===== src/rtl/sprite_draw_sched.sv =====
// Frame-start driven sprite blitter: drains the draw queue, walks each 32x32 sprite
// with power-of-two replication, clips to the screen and skips transparent pixels.
module sprite_draw_sched #(
    parameter int FB_W             = 320,
    parameter int FB_H             = 240,
    parameter int FB_ADDR_W        = 17,
    parameter int SPRITE_ADDR_SIZE = 13
) (
    input  logic                        sys_clock,
    input  logic                        sys_reset_n,
    input  logic                        frame_start,
    input  logic                        is_empty,
    input  logic [7:0]                  sprite_id,
    input  logic [15:0]                 sprite_x,
    input  logic [15:0]                 sprite_y,
    input  logic [7:0]                  sprite_scale,
    output logic                        dequeue,
    output logic                        sprite_r_en,
    output logic [SPRITE_ADDR_SIZE:0]   sprite_r_addr,
    input  logic [3:0]                  sprite_r_data,
    output logic                        fb_w_en,
    output logic [FB_ADDR_W-1:0]        fb_w_addr,
    output logic [3:0]                  fb_w_data,
    input  logic                        fb_w_ready,
    output logic                        busy,
    output logic                        frame_done,
    output logic [2:0]                  fsm_state
);

    typedef enum logic [2:0] {
        S_IDLE  = 3'd0,
        S_POP   = 3'd1,
        S_READ  = 3'd2,
        S_WAIT  = 3'd3,
        S_WRITE = 3'd4,
        S_NEXT  = 3'd5,
        S_DONE  = 3'd6
    } state_t;

    state_t      state;
    logic [3:0]  id_q;
    logic [15:0] x_q;
    logic [15:0] y_q;
    logic [1:0]  s_q;
    logic [7:0]  dx;
    logic [7:0]  dy;

    logic [7:0]           span_m1;
    logic [4:0]           src_col;
    logic [4:0]           src_row;
    logic [16:0]          x_pos;
    logic [16:0]          y_pos;
    logic                 col_clip;
    logic                 row_clip;
    logic                 in_range;
    logic [FB_ADDR_W-1:0] lin_addr;
    logic                 unused_bits;

    assign unused_bits = ^{sprite_id[7:4], sprite_scale[7:2]};

    always_comb begin
        span_m1 = 8'd31;
        case (s_q)
            2'd0: span_m1 = 8'd31;
            2'd1: span_m1 = 8'd63;
            2'd2: span_m1 = 8'd127;
            2'd3: span_m1 = 8'd255;
            default: span_m1 = 8'd31;
        endcase
    end

    // Replication: every destination step maps back to source pixel (d >> s).
    assign src_col  = 5'(dx >> s_q);
    assign src_row  = 5'(dy >> s_q);
    assign x_pos    = {1'b0, x_q} + 17'(dx);
    assign y_pos    = {1'b0, y_q} + 17'(dy);
    assign col_clip = (x_pos + 17'd1) >= 17'(FB_W);
    assign row_clip = (y_pos + 17'd1) >= 17'(FB_H);
    assign in_range = (x_pos < 17'(FB_W)) && (y_pos < 17'(FB_H));
    assign lin_addr = FB_ADDR_W'(34'(y_pos) * 34'(FB_W) + 34'(x_pos));

    assign sprite_r_addr = (SPRITE_ADDR_SIZE+1)'({id_q, src_row, src_col});

    // Handshakes: dequeue pops the head in the cycle it is high (only when
    // !is_empty); a framebuffer write completes on any cycle with fb_w_en and
    // fb_w_ready both high, and addr/data stay frozen until then.
    assign dequeue     = (state == S_POP) && !is_empty;
    assign sprite_r_en = (state == S_READ);
    assign fb_w_en     = (state == S_WRITE);
    assign busy        = (state != S_IDLE);
    assign frame_done  = (state == S_DONE);
    assign fsm_state   = state;

    always_ff @(posedge sys_clock or negedge sys_reset_n) begin
        if (!sys_reset_n) begin
            state     <= S_IDLE;
            id_q      <= 4'd0;
            x_q       <= 16'd0;
            y_q       <= 16'd0;
            s_q       <= 2'd0;
            dx        <= 8'd0;
            dy        <= 8'd0;
            fb_w_addr <= '0;
            fb_w_data <= 4'd0;
        end else begin
            case (state)
                S_IDLE: begin
                    if (frame_start) state <= S_POP;
                end
                S_POP: begin
                    if (is_empty) begin
                        state <= S_DONE;
                    end else begin
                        id_q <= sprite_id[3:0];
                        x_q  <= sprite_x;
                        y_q  <= sprite_y;
                        s_q  <= sprite_scale[1:0];
                        dx   <= 8'd0;
                        dy   <= 8'd0;
                        // Entirely off-screen origins are consumed without any reads.
                        if (sprite_x >= 16'(FB_W) || sprite_y >= 16'(FB_H))
                            state <= S_POP;
                        else
                            state <= S_READ;
                    end
                end
                S_READ: begin
                    state <= S_WAIT;
                end
                S_WAIT: begin
                    if (sprite_r_data != 4'd0 && in_range) begin
                        fb_w_addr <= lin_addr;
                        fb_w_data <= sprite_r_data;
                        state     <= S_WRITE;
                    end else begin
                        state <= S_NEXT;
                    end
                end
                S_WRITE: begin
                    if (fb_w_ready) state <= S_NEXT;
                end
                S_NEXT: begin
                    if (dx == span_m1 || col_clip) begin
                        dx <= 8'd0;
                        dy <= dy + 8'd1;
                        if (dy == span_m1 || row_clip)
                            state <= S_POP;
                        else
                            state <= S_READ;
                    end else begin
                        dx    <= dx + 8'd1;
                        state <= S_READ;
                    end
                end
                S_DONE: begin
                    state <= S_IDLE;
                end
                default: begin
                    state <= S_IDLE;
                end
            endcase
        end
    end

endmodule


===== config.mk =====
export PLATFORM = sky130hd
export DESIGN_NAME = sprite_draw_sched
export DESIGN_NICKNAME = d
export VERILOG_FILES = /design/src/rtl/sprite_draw_sched.sv
export SDC_FILE = /design/constraint.sdc
export NUM_CORES = 1
export LEC_CHECK = 0
export BUFFER_PORTS_ARGS = -buffer_cell sky130_fd_sc_hd__buf_2
export CAP_MARGIN = 25
export CORE_ASPECT_RATIO = 1.5
export CORE_MARGIN = 8
export CORE_UTILIZATION = 43
export CTS_CLUSTER_DIAMETER = 120
export DETAILED_ROUTE_END_ITERATION = 10
export PLACE_DENSITY = 0.75
export SKIP_LAST_GASP = 1
export SYNTH_ARGS = -nofsm -noshare
export SYNTH_HDL_FRONTEND = slang
export SYNTH_SLANG_ARGS = --single-unit

===== constraint.sdc =====
create_clock -name sys_clock -period 4.2 [get_ports sys_clock]
set_input_delay 0.84 -clock sys_clock [delete_from_list [all_inputs] [get_ports sys_clock]]
set_output_delay 0.84 -clock sys_clock [all_outputs]
set_load 0.02 [all_outputs]

==> results.ini <==
[power_and_ir_drop]
p_leak_nw = 3.42
p_per_area_mw_per_mm2 = 924
power.total_mw = 6.54
peakVddDrop_uv = 450

[grt]
gr-usage-all-layers_pct = 17.0
grt_antenna_before_repair = 0
grt_max_degree = 57
grt_pass1_wl_mm = 24.8
grt_overflow = 0
grt_pass1_vias = 5209

[worst_setup_path]
crit_chain = ha_2 > inv_1 > fa_2 > nand2b_4 > buf_4 > a21oi_4 > nor2_1 > xnor2_1 > ha_1 > ha_4 > buf_4 > xnor2_1 > ha_2 > nor3_1 > nor2_2 > o41ai_2 > a311o_1 > o311ai_1 > xnor2_1 > mux2_4
cp_slowest_cell = dfrtp_1
worst-endpoint-arrival_ns = 4.34
critPathMaxStageDelay_ns = 0.37
crit_path_end_kind = register
crit_top_cell = xnor2_1
path_buf_inv = 3
path_delay_family = adder cells
crit_type = reg2reg
reg2reg_from = y_q[0]
rr_endpoint = fb_w_addr[16]
r2r_slack_ns = 0.09
crit_required_ns = 4.43
cp_max_fo = 3
start_kind = register
r2r_cells = 20

[sta]
finalCriticalPeriod_ns = 4.11
setup_viol = 0
finalCritPeriodShare_pct = 97.9
finClkSkew_ns = 0.00849
relSlewSlack_pct = 37.4
finalHoldViolCount = 0
worstMarginPinSlew_ns = 0.935
fmax_mhz = 243
fin_setup_tns_ns = 0
worst_slack_ns = 0.0883
drv_slew = 0

[clocking]
holdBufCountCts = 0
cts_tree = done
h-tree-depth = 3
cts.sinks = 78
clkLatencyLatePin_ns = 0.34
cts_buffers = 9
path_clk_slew_ns = 0.06
cts.path.max_buffers = 2
cts-root-buf = clkbuf_16

[layout]
nets = 859
syn_to_final_growth_pct = 20.0
drive_gt1_share_pct = 28.0
mostFrequentLayoutCell = nand2_1
fin_util_pct = 52.6
final_cell_mix = nand2_1 (131), buf_2 (88), dfrtp_1 (77)
fillers = 1198
final_cells = 923
diodes = 0

[yosys]
synth-edff-count = 0
ys_seq_area_share_pct = 33.1
synth_nets = 752
avgSynthCellArea_sq_um = 9.09
async_flop_share_pct = 100
synth_area_sq_mm = 0.00590
syn_inst = 649
ys_warn_count = 0
synth.distinct_cells = 75
ys_ff_latch = 78
synth_flop_cell = dfrtp_1

[route]
wl_met2_mm = 7.75
wl_met3_um = 502
via_count = 5112
ant_nets = 0
viasPerCell = 5.54
drt-met1-wl_mm = 6.23
dr.first_iter.drc_count = 255
remaining_drc_errors = 0
first_pass_iters = 4
wl_per_cell_um = 16.4
wl_mm = 15.2
topRoutingLayerUsed = met4

[floorplanning]
coreArea_sq_mm = 0.0135
rows = 52
io_pins = 100
dieArea_sq_mm = 0.0178
initial_core_util_pct = 43.8
die_h_um = 159
fp.dieW_um = 112

[worst_hold_path]
min_to = id_q[3]
hold_depth = 2
hp-start = id_q[3]
hold_class = reg2reg

[placement]
numPortBuffers = 89
dp_hpwl_mm = 11.5
dpl.cell_count = 902
place_ws_ns = -0.0510
routabilityCongestion = 0.901

[flow_run]
drv_cap = 0

[status]
status = finished, final reports clean

## how the worst max path moves through the flow
stage | start | to | slack, ns | depth (start not counted)
CTS | y_q[0] | fb_w_addr[16] | 0.002 | 20
floorplan | dy[0] | fb_w_addr[16] | 0.004 | 21
global placement | y_q[0] | fb_w_addr[16] | 0.0007 | 21
detailed placement | y_q[0] | fb_w_addr[16] | -0.05 | 21
global route | dy[0] | fb_w_addr[16] | -0.06 | 19
finish | y_q[0] | fb_w_addr[16] | 0.09 | 20
## worst reg2reg max path, cell delays in order, from the launching register on
cell and delay [ns]:
dfrtp_1 0.37, ha_2 0.19, inv_1 0.06, fa_2 0.35, nand2b_4 0.16, buf_4 0.15, a21oi_4 0.14, nor2_1 0.07
xnor2_1 0.21, ha_1 0.30, ha_4 0.26, buf_4 0.14, xnor2_1 0.18, ha_2 0.31, nor3_1 0.26, nor2_2 0.09
o41ai_2 0.07, a311o_1 0.18, o311ai_1 0.12, xnor2_1 0.15, mux2_4 0.26
## area by class of cell
type                       count  area, sq um  area share [%]
tap                          162          203            2.86
clock inverter                 7         48.8           0.689
inverter                      33          124            1.75
clock buffer                   9          225            3.18
timing repair buffer         121          688            9.71
multi-input combinational    513         3840            54.2
sequential                    78         1950            27.6
## stage by stage
step,area (sq um),hold slack [ns]
2_1_floorplan,5920,0.452
5_1_grt,7080,0.517
6_report,7080,0.469
3_3_place_gp,6620,0.454
4_1_cts,6900,0.473
3_5_place_dp,6620,0.457
## cells by family after synthesis
kind of cell | share of synthesized area [%]
and+or+nand+nor | 21.5
DFF | 33.1
xor gates and xnor gates | 5.94
muxes | 9.99
buffers and inverters | 4.64
adders and majority gates | 10.4
AOI/OAI and AO/OA | 14.5
## sequential cells by signal, summed over array words and instances (netlist names)
signal,cells
s_q,2
fb_w_data,4
fb_w_addr,17
dy,8
fsm_state,3
y_q,16
id_q,4
x_q,16
dx,8
## power breakdown
part	switching [mW]	total (mW)	leakage, nW	internal, mW
Sequential	0.244	1.20	1.00	0.957
Clock	0.330	0.731	0.136	0.401
Combinational	2.36	4.61	2.28	2.25
## synth_stat cells (all sizes together) (2+ instances only)
cell type,count,share of area [%]
a211oi,4,0.59
a21o,10,1.3
a21oi,21,1.8
a22o,2,0.30
a31oi,6,0.64
a32o,5,0.85
and2,4,0.45
and3,8,0.85
and4,5,0.83
buf,8,1.5
clkbuf,17,1.1
dfrtp,78,33
fa,4,1.4
ha,42,8.9
inv,33,2.1
mux2,19,4.6
mux2i,9,1.5
mux4,10,3.8
nand2,131,8.3
nand2b,7,0.74
nand3,25,2.1
nand4,12,1.3
nor2,39,2.6
nor2b,6,0.76
nor3,14,1.4
nor4,5,0.53
o211a,2,0.34
o211ai,5,0.64
o21a,10,1.3
o21ai,25,2.2
o21bai,4,0.51
o22ai,5,0.53
o311ai,2,0.30
o31ai,4,0.59
o41ai,2,0.30
or3,8,0.95
xnor2,31,4.6
xor2,9,1.3
## layer usage
| layer | global-route usage, % | vias to the layer above |
|---|---|---|
| met5 | 0 | - |
| met4 | 9.99 | 0 |
| met3 | 2.81 | 32 |
| met2 | 29.7 | 111 |
| met1 | 18.9 | 2442 |
| li1 | - | 2527 |
## what timing repair did
action | in CTS | in global routing
gates resized for setup | 3 | 27
setup buffers | 0 | 5
pin swaps | 0 | 18
endpoints found under the setup margin | 2 | 3
endpoints found under the hold margin | 0 | 0
No activity file was read; power rests on OpenSTA's default activity.
